<file path="src/rtl/vending_machine_multi.sv">
// ---------------------------------------------------------------------------
// vending_machine_multi
//   Multi-slot vending controller. It sits between the coin acceptor / keypad
//   front end and the dispenser and change-hopper actuators. Each slot has its
//   own price and stock counter. Credit saturates at MAX_BAL, and a coin that
//   would overflow the credit is rejected. Cancel refunds the credit. Remaining
//   credit can be returned automatically after a vend. The vend and change
//   requests use valid/ready handshakes.
//
// Ports
//   clk, reset_n                   rising-edge clock, async active-low reset
//   coin_valid, coin_value         coin inserted this cycle and its value
//   sel_valid, sel                 drink selection strobe and slot code
//   cancel                         refund request
//   restock_valid, restock_id      refill one slot to STOCK_INIT
//   dispense_valid/id/ready        vend handshake toward the dispenser
//   change_valid/amount/ready      refund handshake toward the change hopper
//   balance                        current credit
//   coin_reject                    1-cycle pulse: coin was not credited
//   sel_err                        1-cycle code: 01 sold out,
//                                  10 insufficient credit, 11 invalid/busy
//   sold_out                       bit i set when slot i has no stock
// ---------------------------------------------------------------------------
module vending_machine_multi #(
  parameter int N_DRINKS    = 4,
  parameter int SEL_W       = 2,
  parameter int COIN_W      = 2,
  parameter int BAL_W       = 4,
  parameter int MAX_BAL     = 15,
  parameter logic [N_DRINKS*BAL_W-1:0] PRICES = {N_DRINKS{BAL_W'(3)}},
  parameter int STOCK_W     = 4,
  parameter int STOCK_INIT  = 8,
  parameter int AUTO_CHANGE = 1
) (
  input  logic                clk,
  input  logic                reset_n,
  input  logic                coin_valid,
  input  logic [COIN_W-1:0]   coin_value,
  input  logic                sel_valid,
  input  logic [SEL_W-1:0]    sel,
  input  logic                cancel,
  input  logic                restock_valid,
  input  logic [SEL_W-1:0]    restock_id,
  output logic                dispense_valid,
  output logic [SEL_W-1:0]    dispense_id,
  input  logic                dispense_ready,
  output logic                change_valid,
  output logic [BAL_W-1:0]    change_amount,
  input  logic                change_ready,
  output logic [BAL_W-1:0]    balance,
  output logic                coin_reject,
  output logic [1:0]          sel_err,
  output logic [N_DRINKS-1:0] sold_out
);

  typedef enum logic [1:0] {
    IDLE   = 2'b00,
    VEND   = 2'b01,
    CHANGE = 2'b10
  } state_t;

  state_t                      state_reg, state_next;
  logic [BAL_W-1:0]            balance_reg, balance_next;
  logic                        dispense_valid_reg, dispense_valid_next;
  logic [SEL_W-1:0]            dispense_id_reg, dispense_id_next;
  logic                        change_valid_reg, change_valid_next;
  logic [BAL_W-1:0]            change_amount_reg, change_amount_next;
  logic                        coin_reject_reg, coin_reject_next;
  logic [1:0]                  sel_err_reg, sel_err_next;

  // Flat view of all stock counters so the selection lookup can index them.
  logic [N_DRINKS*STOCK_W-1:0] stock_all;
  logic [N_DRINKS-1:0]         vend_dec;
  logic [N_DRINKS-1:0]         restock_hit;

  // Selection lookup. sel_hit is clear for codes that name no slot.
  logic                        sel_hit;
  logic [N_DRINKS-1:0]         sel_onehot;
  logic [BAL_W-1:0]            sel_price;
  logic [STOCK_W-1:0]          sel_stock;

  logic [BAL_W-1:0]            credit_base;
  logic [BAL_W:0]              coin_sum;
  logic                        coin_open;

  // Per-slot stock counters. A restock overrides a decrement in the same cycle.
  genvar gi;
  generate
    for (gi = 0; gi < N_DRINKS; gi++) begin : g_slot
      logic [STOCK_W-1:0] stock_reg;

      assign restock_hit[gi] = restock_valid && (restock_id == SEL_W'(gi));

      always_ff @(posedge clk or negedge reset_n) begin
        if (!reset_n) begin
          stock_reg <= STOCK_W'(STOCK_INIT);
        end else if (restock_hit[gi]) begin
          stock_reg <= STOCK_W'(STOCK_INIT);
        end else if (vend_dec[gi]) begin
          stock_reg <= stock_reg - 1'b1;
        end
      end

      assign stock_all[gi*STOCK_W +: STOCK_W] = stock_reg;
      assign sold_out[gi] = (stock_reg == '0);
    end
  endgenerate

  always_comb begin
    sel_hit    = 1'b0;
    sel_onehot = '0;
    sel_price  = '0;
    sel_stock  = '0;
    for (int i = 0; i < N_DRINKS; i++) begin
      if (sel == SEL_W'(i)) begin
        sel_hit       = 1'b1;
        sel_onehot[i] = 1'b1;
        sel_price     = PRICES[i*BAL_W +: BAL_W];
        sel_stock     = stock_all[i*STOCK_W +: STOCK_W];
      end
    end
  end

  always_ff @(posedge clk or negedge reset_n) begin
    if (!reset_n) begin
      state_reg          <= IDLE;
      balance_reg        <= '0;
      dispense_valid_reg <= 1'b0;
      dispense_id_reg    <= '0;
      change_valid_reg   <= 1'b0;
      change_amount_reg  <= '0;
      coin_reject_reg    <= 1'b0;
      sel_err_reg        <= 2'b00;
    end else begin
      state_reg          <= state_next;
      balance_reg        <= balance_next;
      dispense_valid_reg <= dispense_valid_next;
      dispense_id_reg    <= dispense_id_next;
      change_valid_reg   <= change_valid_next;
      change_amount_reg  <= change_amount_next;
      coin_reject_reg    <= coin_reject_next;
      sel_err_reg        <= sel_err_next;
    end
  end

  always_comb begin
    state_next          = state_reg;
    balance_next        = balance_reg;
    dispense_valid_next = dispense_valid_reg;
    dispense_id_next    = dispense_id_reg;
    change_valid_next   = change_valid_reg;
    change_amount_next  = change_amount_reg;
    coin_reject_next    = 1'b0;
    sel_err_next        = 2'b00;
    vend_dec            = '0;
    credit_base         = balance_reg;
    coin_sum            = '0;
    coin_open           = 1'b1;

    case (state_reg)
      IDLE: begin
        if (cancel) begin
          // Cancel outranks a selection in the same cycle.
          if (sel_valid) sel_err_next = 2'b11;
          if (balance_reg != '0) begin
            state_next         = CHANGE;
            change_valid_next  = 1'b1;
            change_amount_next = balance_reg;
            // The refund amount is frozen now, so no coin can join it.
            coin_open          = 1'b0;
          end
        end else if (sel_valid) begin
          if (!sel_hit) begin
            sel_err_next = 2'b11;
          end else if (sel_stock == '0) begin
            sel_err_next = 2'b01;
          end else if (balance_reg < sel_price) begin
            sel_err_next = 2'b10;
          end else begin
            // The price is checked against the credit held before this
            // cycle's coin. The coin is added after the price is deducted.
            credit_base         = balance_reg - sel_price;
            vend_dec            = sel_onehot;
            dispense_valid_next = 1'b1;
            dispense_id_next    = sel;
            state_next          = VEND;
          end
        end

        balance_next = credit_base;
        coin_sum     = {1'b0, credit_base} + (BAL_W+1)'(coin_value);
        if (coin_valid) begin
          if (coin_open && (coin_sum <= (BAL_W+1)'(MAX_BAL))) begin
            balance_next = coin_sum[BAL_W-1:0];
          end else begin
            coin_reject_next = 1'b1;
          end
        end
      end

      VEND: begin
        if (dispense_ready) begin
          dispense_valid_next = 1'b0;
          if ((AUTO_CHANGE != 0) && (balance_reg != '0)) begin
            state_next         = CHANGE;
            change_valid_next  = 1'b1;
            change_amount_next = balance_reg;
          end else begin
            state_next = IDLE;
          end
        end
      end

      CHANGE: begin
        if (change_ready) begin
          balance_next       = '0;
          change_valid_next  = 1'b0;
          change_amount_next = '0;
          state_next         = IDLE;
        end
      end

      default: begin
        // The unused encoding returns to IDLE and drops any pending request.
        state_next          = IDLE;
        dispense_valid_next = 1'b0;
        change_valid_next   = 1'b0;
      end
    endcase

    // While a transaction is in flight, the machine refuses coins and
    // selections. A cancel has no effect in this case.
    if (state_reg != IDLE) begin
      if (coin_valid) coin_reject_next = 1'b1;
      if (sel_valid)  sel_err_next     = 2'b11;
    end
  end

  assign balance        = balance_reg;
  assign dispense_valid = dispense_valid_reg;
  assign dispense_id    = dispense_id_reg;
  assign change_valid   = change_valid_reg;
  assign change_amount  = change_amount_reg;
  assign coin_reject    = coin_reject_reg;
  assign sel_err        = sel_err_reg;

endmodule

</file>
<file path="config.mk">
export PLATFORM = sky130hd
export DESIGN_NAME = vending_machine_multi
export DESIGN_NICKNAME = d
export VERILOG_FILES = /design/src/rtl/vending_machine_multi.sv
export SDC_FILE = /design/constraint.sdc
export NUM_CORES = 1
export LEC_CHECK = 0
export CAP_MARGIN = 10
export CORE_UTILIZATION = 57
export DETAILED_ROUTE_END_ITERATION = 10
export PLACE_DENSITY_LB_ADDON = 0.05
export SYNTH_ARGS = -nofsm -noshare
export SYNTH_HDL_FRONTEND = slang
export SYNTH_SLANG_ARGS = --single-unit
</file>
<file path="constraint.sdc">
create_clock -name clk -period 7.8 [get_ports clk]
set_clock_uncertainty 0.2 [all_clocks]
set_input_delay 1.56 -clock clk [delete_from_list [all_inputs] [get_ports clk]]
set_output_delay 1.56 -clock clk [all_outputs]
set_load 0.01 [all_outputs]
</file>
==> run_results.csv, run 1 <==
group,metric,value,unit
synthesis,synth_top_cell_area_share,0.368,
setup_path,path_depth,13,
synthesis,syn_area,1970,um^2
sta,finalSetupViolCount,0,
route,ant_nets,0,
final_layout,final_cell_count_no_fill,282,
run_status,status,"completed",
synthesis,postSynthCellCount,198,
sta,rsz0062_at_grt,"false",
grt,grt_pass1_vias,1463,
synthesis,ys_seq_area_frac,0.421,
synthesis,synth_compound_area_frac,0.157,
synthesis,synth_area_leader_cell,"dfrtp_1",
clock_tree,holdBufCountCts,0,
setup_path,worstPathRequired,7.84,ns
final_layout,post-route-util,0.718,
grt,antenna_found_initial,0,
grt,grt_usage,0.247,
clock_tree,cts-root-buf,"clkbuf_4",
sta,period_share,0.659,
setup_path,end_kind,"register",
synthesis,syn_avg_cell_area,9.97,um^2
sta,finalHoldViolCount,0,
synthesis,synth_fp_nets,222,
sta,slew_headroom,0.644,
clock_tree,cts_tree,"yes",
final_layout,largest_register_ffs,16,
clock_tree,clockBufferDepth,2,
synthesis,synth_xor_area_frac,0.0355,
route,post_drt_via_cell_ratio,5.74,
synthesis,synth_mux_area_frac,0.0437,
route,dr.first_iter.drc_count,66,
clock_tree,post_cts_buffers,0,
clock_tree,clk_latency,0.34,ns
synthesis,synth_adder_area_share,0.0672,
grt,grt_max_degree,34,
route,totalWireLength,4260,um
floorplan,core,3340,um^2
synthesis,synth-seq-cells,33,
route,via_count,1620,
floorplan,die_h,60.9,um
setup_path,cp.arrival,5.18,ns
clock_tree,cts_resized,0,
floorplan,start_util,0.592,
setup_path,crit_family,"simple AND/OR/NAND/NOR gates",
floorplan,rows,21,
clock_tree,cts.sinks,33,
synthesis,synth_cell_types,57,
setup_path,crit_buf_inv,2,
final_layout,final_cell_mix,"32 x clkdlybuf4s50_1, 29 x dfrtp_1, 23 x inv_1",
placed_design,io_buffers,32,
power_and_ir_drop,max-vdd-ir-drop,178,uV
setup_path,path_class,"input pin to register",
final_layout,final_common_cell,"clkdlybuf4s50_1",
route,post_drt_wl_per_cell,15.1,um
clock_tree,h-tree-depth,2,
sta,period_minus_slack,5.14,ns
route,drt_drc_violations_left,0,
floorplan,die_x,60.9,um
setup_path,cp_max_fo,9,
setup_path,max_stage_delay,0.55,ns
setup_path,cp-start-kind,"input pin",
hold_path,hold_depth,1,
power_and_ir_drop,p_leak,1.01,nW
clock_tree,cts_made_buffers,5,
floorplan,ios,33,
setup_path,worst_path_max_delay_cell,"clkdlybuf4s50_1",
hold_path,hp-class,"register to register",
synthesis,synth_top_family_by_area,"simple AND/OR/NAND/NOR gates",
synthesis,synthArstFlopShare,1.00,
clock_tree,clkTransAtPathRegs,0.10,ns
route,dr.pass1.iters,4,
floorplan,dieArea,3700,um^2
placed_design,dp.cells,274,
sta,drv_slew,0,
synthesis,synth_area_leaders,"dfrtp_1 37%, ha_1 5.7%, dfstp_2 5.3%, inv_1 4.4%, nor2_1 3.8%",
final_layout,nets,259,
job,drv_cap,0,
sta,fin_tns_setup,0,ns
sta,worstMarginPinSlew,0.533,ns
grt,grt_pass1_wl,6480,um
final_layout,drive_gt1_frac,0.119,
sta,max_clock_freq,194,MHz
synthesis,synth_edf_count,0,
synthesis,ys.warnings.count,0,
final_layout,area_growth_syn_to_layout,21.4,%
synthesis,synth-simple-area-share,0.224,
setup_path,crit_chain,"clkdlybuf4s50_1 -> nor2_1 -> o2bb2a_1 -> nand3_1 -> nand2_1 -> o21ai_0 -> ha_1 -> inv_1 -> fa_1 -> or4_1 -> mux2i_4 -> o221ai_1 -> a32o_1",
synthesis,synth_ff_type,"dfrtp_1",
grt,gr-total-overflow,0,
placed_design,place_congestion,0.865,
setup_path,ff2ff_path_depth,12,
placed_design,hpwlAfterDp,3260,um
power_and_ir_drop,total_power,0.749,mW
power_and_ir_drop,p_per_area,312,nW/um^2
final_layout,num_antenna_cells,0,
-- power by group --
group | switching [mW] | leakage [nW] | internal, mW
sequential | 0.0619 | 0.421 | 0.232
combinational | 0.176 | 0.557 | 0.186
clock | 0.0575 | 0.0293 | 0.0351
-- per-stage QoR --
stage          cell area [um^2]  hold WS (ns)  setup slack [ns]
2_1_floorplan              1970         0.262              3.25
3_3_place_gp               2350         0.281              2.51
3_5_place_dp               2350         0.295              2.33
4_1_cts                    2400         0.316              2.71
5_1_grt                    2400         0.328              2.49
6_report                   2400         0.316              2.66
-- cell usage after synthesis (4+ instances only) --
| cell type | instances |
|---|---|
| nor2b_1 | 4 |
| dfrtp_1 | 29 |
| nand3_1 | 6 |
| nand2b_1 | 5 |
| o32ai_1 | 4 |
| nor3b_1 | 4 |
| ha_1 | 9 |
| dfstp_2 | 4 |
| o21ai_0 | 4 |
| inv_1 | 23 |
| nand2_1 | 11 |
| a21o_1 | 4 |
| a211oi_1 | 4 |
| nor2_1 | 20 |
| xnor2_1 | 6 |
-- path summary, 6_finish.rpt --
| kind | startpoint | to | slack [ns] |
|---|---|---|---|
| worst max-delay path | sel[0] | balance[0] | 2.66 |
| worst min-delay path | g_slot[2].stock_reg[3] | g_slot[2].stock_reg[3] | 0.32 |
| worst max register to register | g_slot[0].stock_reg[1] | balance[0] | 3.95 |
| worst min register to register | g_slot[2].stock_reg[3] | g_slot[2].stock_reg[3] | 0.32 |
| max in group asynchronous | reset_n | g_slot[1].stock_reg[3] | 5.64 |
| min in group asynchronous | reset_n | g_slot[3].stock_reg[0] | 1.41 |
-- per-layer routing --
layer	vias up	wire, um	global-route usage
li1	787	-	-
met1	784	1850	0.293
met3	8	189	0.0640
met4	0	80	0.114
met2	41	2140	0.419
met5	-	0	0
-- logic make-up (layout without fill, tap and decap cells) --
group	Yosys count	after routing
adder cells (fa/ha/maj)	10	10
AO/OA/AOI/OAI	38	38
other	1	1
AND/OR/NAND/NOR	75	75
XOR/XNOR	8	8
flip-flops	33	33
multiplexers	7	7
buffers and inverters	26	64
-- area by class of cell --
| cell class | count | area (um^2) |
|---|---|---|
| clock inverters | 1 | 5.00 |
| well taps | 46 | 57.6 |
| multi-input cells | 139 | 1040 |
| inverters | 23 | 86.3 |
| flip-flops and latches | 33 | 831 |
| fillers | 267 | 940 |
| repair buffers | 33 | 328 |
| clock buffers | 7 | 45.0 |
(Power assumes the default switching activity.)
==> inputs of run 2 (changes only) <==
- CORE_UTILIZATION: 57 -> 48
- clock period: 7.8 -> 4.4 ns (I/O delays scaled with it)
==> run 2 against run 1 <==
Clock-buffer cell count decreased by 1. First-iteration DRC count is 14% higher. Critical path depth did not move. Sequential cell count stayed put. Global-route usage decreased by 1.8 points. Via count rose by 1.4%. Core utilization shrank 6.6 points.
==> run_results.csv, run 2 (synthesis results as in run 1) <==
group,metric,value,unit
run_status,status,"completed",
placed_design,hpwlAfterDp,3320,um
final_layout,area_growth_syn_to_layout,25.5,%
job,drv_cap,0,
route,ant_nets,0,
route,totalWireLength,4330,um
setup_path,path_class,"input pin to register",
grt,grt_pass1_wl,7400,um
sta,period_share,0.942,
setup_path,worstPathRequired,4.37,ns
grt,met2_usage,0.388,
setup_path,worst_path_max_delay_cell,"clkdlybuf4s50_1",
floorplan,start_util,0.520,
setup_path,cp.arrival,4.11,ns
setup_path,crit_family,"simple AND/OR/NAND/NOR gates",
sta,max_clock_freq,241,MHz
final_layout,multi_input_area,1040,um^2
sta,worstMarginPinSlew,0.583,ns
clock_tree,clockBufferDepth,2,
clock_tree,clk_latency,0.28,ns
power_and_ir_drop,p_leak,1.05,nW
sta,rsz0062_at_grt,"false",
power_and_ir_drop,total_power,1.39,mW
floorplan,ios,33,
sta,slew_headroom,0.610,
final_layout,final_cell_mix,"32 x clkdlybuf4s50_1, 29 x dfrtp_1, 23 x inv_1",
final_layout,fillers,303,
clock_tree,post_cts_buffers,0,
floorplan,rows,22,
sta,drv_slew,0,
floorplan,die_x,66.1,um
setup_path,end_kind,"register",
clock_tree,cts_made_buffers,5,
floorplan,dieArea,4370,um^2
hold_path,hp-class,"register to register",
grt,grt_usage,0.229,
final_layout,final_common_cell,"clkdlybuf4s50_1",
final_layout,largest_register_ffs,16,
route,drt_drc_violations_left,0,
clock_tree,h-tree-depth,2,
final_layout,num_antenna_cells,0,
sta,period_minus_slack,4.14,ns
grt,antenna_found_initial,0,
route,post_drt_wl_per_cell,14.9,um
grt,use_met3,0.0552,
clock_tree,cts_tree,"yes",
final_layout,nets,265,
clock_tree,holdBufCountCts,0,
grt,grt_max_degree,34,
route,dr.pass1.iters,4,
floorplan,die_h,66.1,um
route,dr.first_iter.drc_count,75,
final_layout,regArea,831,um^2
clock_tree,cts.sinks,33,
sta,holdWs,0.294,ns
setup_path,cp-start-kind,"input pin",
clock_tree,cts-root-buf,"clkbuf_8",
sta,finalSetupViolCount,0,
route,via_count,1642,
power_and_ir_drop,p_per_area,559,nW/um^2
grt,busiest_layer,"met2",
grt,gr-total-overflow,0,
setup_path,crit_chain,"clkdlybuf4s50_1 -> nand3b_1 -> o2bb2a_1 -> nand3_1 -> nand2_1 -> o21ai_0 -> ha_1 -> inv_1 -> fa_1 -> or4_1 -> mux2i_4 -> o221ai_1 -> a32o_1",
setup_path,max_stage_delay,0.62,ns
final_layout,drive_gt1_frac,0.145,
power_and_ir_drop,max-vdd-ir-drop,370,uV
grt,use_met1,0.274,
placed_design,place_congestion,0.912,
clock_tree,cts_resized,0,
placed_design,io_buffers,32,
sta,finalHoldViolCount,0,
grt,grt_pass1_vias,1661,
setup_path,cp_max_fo,9,
floorplan,core,3800,um^2
route,post_drt_via_cell_ratio,5.66,
setup_path,crit_buf_inv,2,
clock_tree,clkTransAtPathRegs,0.07,ns
## run 2: changes by cell type in the layout (fill, tap and decap cells not counted), sizes merged
cell    change
buf         +6
clkbuf      -1
clkinv      +1
## run 2: tightest hold or removal path, delay by kind of cell, from the launching register on
family / cells / cell delay [ns]
flops: 1 / 0.38
compound gates: 1 / 0.05
simple gates: 1 / 0.05
## run 2: area by class of cell
type,count,area share
clock buffer,6,0.0293
clock inverter,2,0.00404
inverter,23,0.0348
multi-input combinational,139,0.422
sequential,33,0.335
tap,48,0.0242
timing repair buffer,39,0.151
## run 2: final timing paths
check	start	end	slack [ns]	depth (start not counted)
worst max-delay path	sel[0]	balance[0]	0.26	13
worst min-delay path	g_slot[0].stock_reg[3]	g_slot[0].stock_reg[3]	0.29	2
worst max register to register	g_slot[3].stock_reg[2]	balance[0]	0.81	12
worst min register to register	g_slot[0].stock_reg[3]	g_slot[0].stock_reg[3]	0.29	2
max in group asynchronous	reset_n	g_slot[3].stock_reg[3]	2.85	2
min in group asynchronous	reset_n	g_slot[3].stock_reg[2]	0.81	2
## run 2: per-layer routing
metal,routed length [um],share of wire
met1,1930,0.45
met2,2190,0.50
met3,160,0.037
met4,50,0.012
met5,0,0
## run 2: per-stage QoR
stage | TNS, ns | setup slack (ns) | utilization | instance area [um^2] | instances
6_report | 0 | 0.257 | 0.652 | 2480 | 290
5_1_grt | 0 | 0.0273 | 0.652 | 2480 | 290
4_1_cts | 0 | 0.264 | 0.652 | 2480 | 290
3_5_place_dp | -0.0349 | -0.0341 | 0.630 | 2390 | 282
3_3_place_gp | 0 | 0.0479 | 0.630 | 2390 | 282
2_1_floorplan | 0 | 0.535 | - | 1970 | 198
## run 2: where the power goes
group          total (mW)  switching (mW)  internal, mW
clock               0.214           0.105         0.109
sequential          0.522           0.109         0.412
combinational       0.650           0.314         0.336
total                1.39           0.528         0.858
==> inputs of run 3 (changes only) <==
- CORE_MARGIN: default -> 4
- CORE_UTILIZATION: 48 -> 57
- clock period: 4.4 -> 5.1 ns (I/O delays scaled with it)
==> run 3 against run 2 <==
Clock-buffer cell count is 1 higher. Core utilization is 7.7 points higher. Via count decreased by 1.5%. Critical path type unchanged. Highest routed layer unchanged.
==> run_results.csv, run 3 (synthesis results as in run 1) <==
group,metric,value,unit
clock_tree,cts_made_buffers,5,
clock_tree,clockBufferDepth,2,
placed_design,place_congestion,1.01,
sta,slew_headroom,0.626,
final_layout,fillers,263,
floorplan,rows,21,
grt,grt_pass1_vias,1672,
final_layout,nets,259,
sta,fin_tns_setup,0,ns
sta,drv_slew,0,
sta,rsz0062_at_grt,"false",
setup_path,cp.arrival,4.64,ns
placed_design,place_ws,0.210,ns
final_layout,drive_gt1_frac,0.123,
floorplan,core,3340,um^2
setup_path,path_class,"input pin to register",
route,ant_nets,0,
sta,finalSetupViolCount,0,
route,dr.first_iter.drc_count,85,
placed_design,io_buffers,32,
clock_tree,post_cts_buffers,0,
clock_tree,clkTransAtPathRegs,0.09,ns
setup_path,cp-start-kind,"input pin",
clock_tree,h-tree-depth,2,
final_layout,final_cell_mix,"32 x clkdlybuf4s50_1, 29 x dfrtp_1, 23 x inv_1",
clock_tree,cts.sinks,33,
setup_path,end_kind,"register",
route,drt_drc_violations_left,0,
clock_tree,cts_resized,0,
route,dr.pass1.iters,4,
floorplan,die_h,66.9,um
floorplan,die_x,66.9,um
placed_design,hpwlAfterDp,3390,um
final_layout,final_common_cell,"clkdlybuf4s50_1",
final_layout,final_cell_count_no_fill,282,
setup_path,crit_chain,"clkdlybuf4s50_1 -> nor2_1 -> o2bb2a_1 -> nand3_1 -> nand2_1 -> o21ai_0 -> ha_1 -> inv_1 -> fa_1 -> or4_1 -> mux2i_4 -> o221ai_1 -> a32o_1",
floorplan,dieArea,4470,um^2
clock_tree,holdBufCountCts,0,
clock_tree,clk_latency,0.34,ns
final_layout,area_growth_syn_to_layout,23.2,%
route,post_drt_via_cell_ratio,5.73,
placed_design,dp.cells,274,
clock_tree,cts-root-buf,"clkbuf_4",
grt,grt_max_degree,34,
route,post_drt_wl_per_cell,15.9,um
final_layout,num_antenna_cells,0,
grt,grt_pass1_wl,7670,um
grt,gr-total-overflow,0,
setup_path,worst_path_max_delay_cell,"clkdlybuf4s50_1",
sta,max_clock_freq,217,MHz
grt,grt_usage,0.232,
placed_design,placed_area,2350,um^2
route,totalWireLength,4480,um
clock_tree,cts_tree,"yes",
setup_path,cp_max_fo,9,
setup_path,max_stage_delay,0.54,ns
run_status,status,"completed",
sta,period_share,0.903,
floorplan,ios,33,
job,drv_cap,0,
grt,antenna_found_initial,0,
sta,period_minus_slack,4.60,ns
final_layout,final_cell_area,2430,um^2
power_and_ir_drop,max-vdd-ir-drop,287,uV
sta,fin_ws,0.495,ns
final_layout,largest_register_ffs,16,
setup_path,worstPathRequired,5.13,ns
final_layout,post-route-util,0.729,
route,via_count,1617,
floorplan,start_util,0.592,
sta,finalHoldViolCount,0,
power_and_ir_drop,p_leak,1.02,nW
sta,worstMarginPinSlew,0.559,ns
power_and_ir_drop,p_per_area,499,nW/um^2
hold_path,hp-class,"register to register",
## run 3: changes by cell type in the layout (fill, tap and decap cells not counted)
cell / before / now
buf_4: 7 / 1
bufinv_16: 0 / 1
clkbuf_4: 0 / 5
clkbuf_8: 5 / 1
clkinv_2: 2 / 0
## run 3: worst paths after layout
path | startpoint | end | slack [ns] | depth (start not counted)
min | g_slot[0].stock_reg[3] | g_slot[0].stock_reg[3] | 0.30 | 2
min in group asynchronous | reset_n | g_slot[3].stock_reg[1] | 0.88 | 2
min reg2reg | g_slot[0].stock_reg[3] | g_slot[0].stock_reg[3] | 0.30 | 2
max | sel[0] | balance[0] | 0.50 | 13
max in group asynchronous | reset_n | g_slot[0].stock_reg[3] | 3.49 | 2
max reg2reg | g_slot[0].stock_reg[1] | balance[0] | 1.27 | 12
## run 3: area by class of cell
cell class                      instances  area [um^2]  area share
Multi-Input combinational cell        139         1040       0.430
Sequential cell                        33          831       0.342
Timing Repair Buffer                   33          328       0.135
Inverter                               23         86.3      0.0355
Tap cell                               46         57.6      0.0237
Clock buffer                            7         55.1      0.0226
Clock inverter                          1         30.0      0.0123
## run 3: metal layers
metal	wire length, um	vias up	GRT usage
met5	0	-	0
met4	97	0	0.0911
met3	201	10	0.0607
met2	2340	55	0.403
met1	1840	767	0.271
li1	-	785	-
## run 3: stage by stage
step                total power, mW  hold slack, ns
floorplan                     0.783           0.262
global placement              0.982           0.277
detailed placement             1.01           0.276
CTS                            1.22           0.300
global route                   1.31           0.327
finish                         1.21           0.295
## run 3: power breakdown
group	internal (mW)	leakage [nW]	switching, mW
registers	0.355	0.421	0.0926
logic	0.285	0.557	0.277
clock network	0.117	0.0455	0.0866
## run 3: critical path, delay by kind of cell
family	cells	cell delay (ns)
adders and majority gates	2	0.60
buffers and inverters	2	0.60
and+or+nand+nor	4	1.29
AOI/OAI and AO/OA	4	0.87
muxes	1	0.27
==> RTL change (config.mk and constraints of run 1) <==
The 3 states of `state_t` get a one-hot encoding in 3 bits.
--- a/src/rtl/vending_machine_multi.sv
+++ b/src/rtl/vending_machine_multi.sv
@@ -54,8 +54,8 @@
 );
 
-  typedef enum logic [1:0] {
-    IDLE   = 2'b00,
-    VEND   = 2'b01,
-    CHANGE = 2'b10
+  typedef enum logic [2:0] {
+    IDLE   = 3'b001,
+    VEND   = 3'b010,
+    CHANGE = 3'b100
   } state_t;
 
Formal check against the unedited RTL: no difference found for any inputs over 10 cycles, from zero or initial values and one cycle with reset_n low; not proved beyond that.
==> RTL change against run 1 <==
Die area increased by 2.6%. Sequential cell count grew 1. Critical path type unchanged. Wire length up 9.4%. Worst setup slack worse by 0.56 ns. Area after synthesis up 2.7%. Power up 0.55%. Largest cell class unchanged. Design area grew 1.9%. Global-route usage is 3.0 points higher. Sequential share of layout area up 0.44 points.
==> RTL change: results <==
[final_layout]
multi_input_area_share_pct = 44.1
nFillCells = 277
fin_nets = 272
seq-cell-share_pct = 35.1
multi_input_cells = 157

[power_and_ir_drop]
intPower_mw = 0.457
p_comb_mw = 0.361
peakVddDrop_mv = 0.182

[global_routing]
grt_max_degree = 35
met2_usage_pct = 50.4

[routing]
dr.pass1.iters = 5
via_per_inst = 5.83
detail_route.wl_per_cell_um = 15.8
wl_um = 4660
dr.first_iter.drc_count = 106

[synthesis]
postSynthCellCount = 215
synth-seq-area-share_pct = 42.3
muxShareOfSynthArea_pct = 5.56
yosys-top-cells-count = 29 x dfrtp_1, 19 x nand2_1, 17 x nor2_1
ys_top_cells_by_area = dfrtp_1 36%, dfstp_2 6.5%, ha_1 5.6%
synth_nets = 239
synth_cell_type_count = 43

[placement]
routabilityCongestion = 0.892
hpwl_um = 3560

[floorplanning]
die_w_um = 61.6

[outcome]
run_status = complete, no violations

[sta]
worst_slew_pin_slew_ns = 1.01
RTL change: cell count changes in the layout (fill, tap and decap cells not counted), sizes merged, moves of 5 or more:
cell,change
a21oi,+9
inv,-6
mux2i,+5
nand2,+8
RTL change: final timing paths:
kind | start | to | slack (ns) | depth (start not counted)
hold reg to reg | dispense_id[0] | dispense_id[0] | 0.32 | 1
setup reg to reg | g_slot[2].stock_reg[3] | balance[3] | 3.46 | 15
setup / recovery | sel[1] | balance[3] | 2.09 | 15
min in group asynchronous | reset_n | balance[3] | 1.41 | 2
max in group asynchronous | reset_n | g_slot[0].stock_reg[3] | 5.64 | 2
hold / removal | dispense_id[0] | dispense_id[0] | 0.32 | 1
RTL change: per-layer routing:
metal  wire [um]  vias to the layer above
met2        2530                       60
met3         196                       12
met1        1810                      834
met4         119                        0
met5           0                        -
li1            -                      814
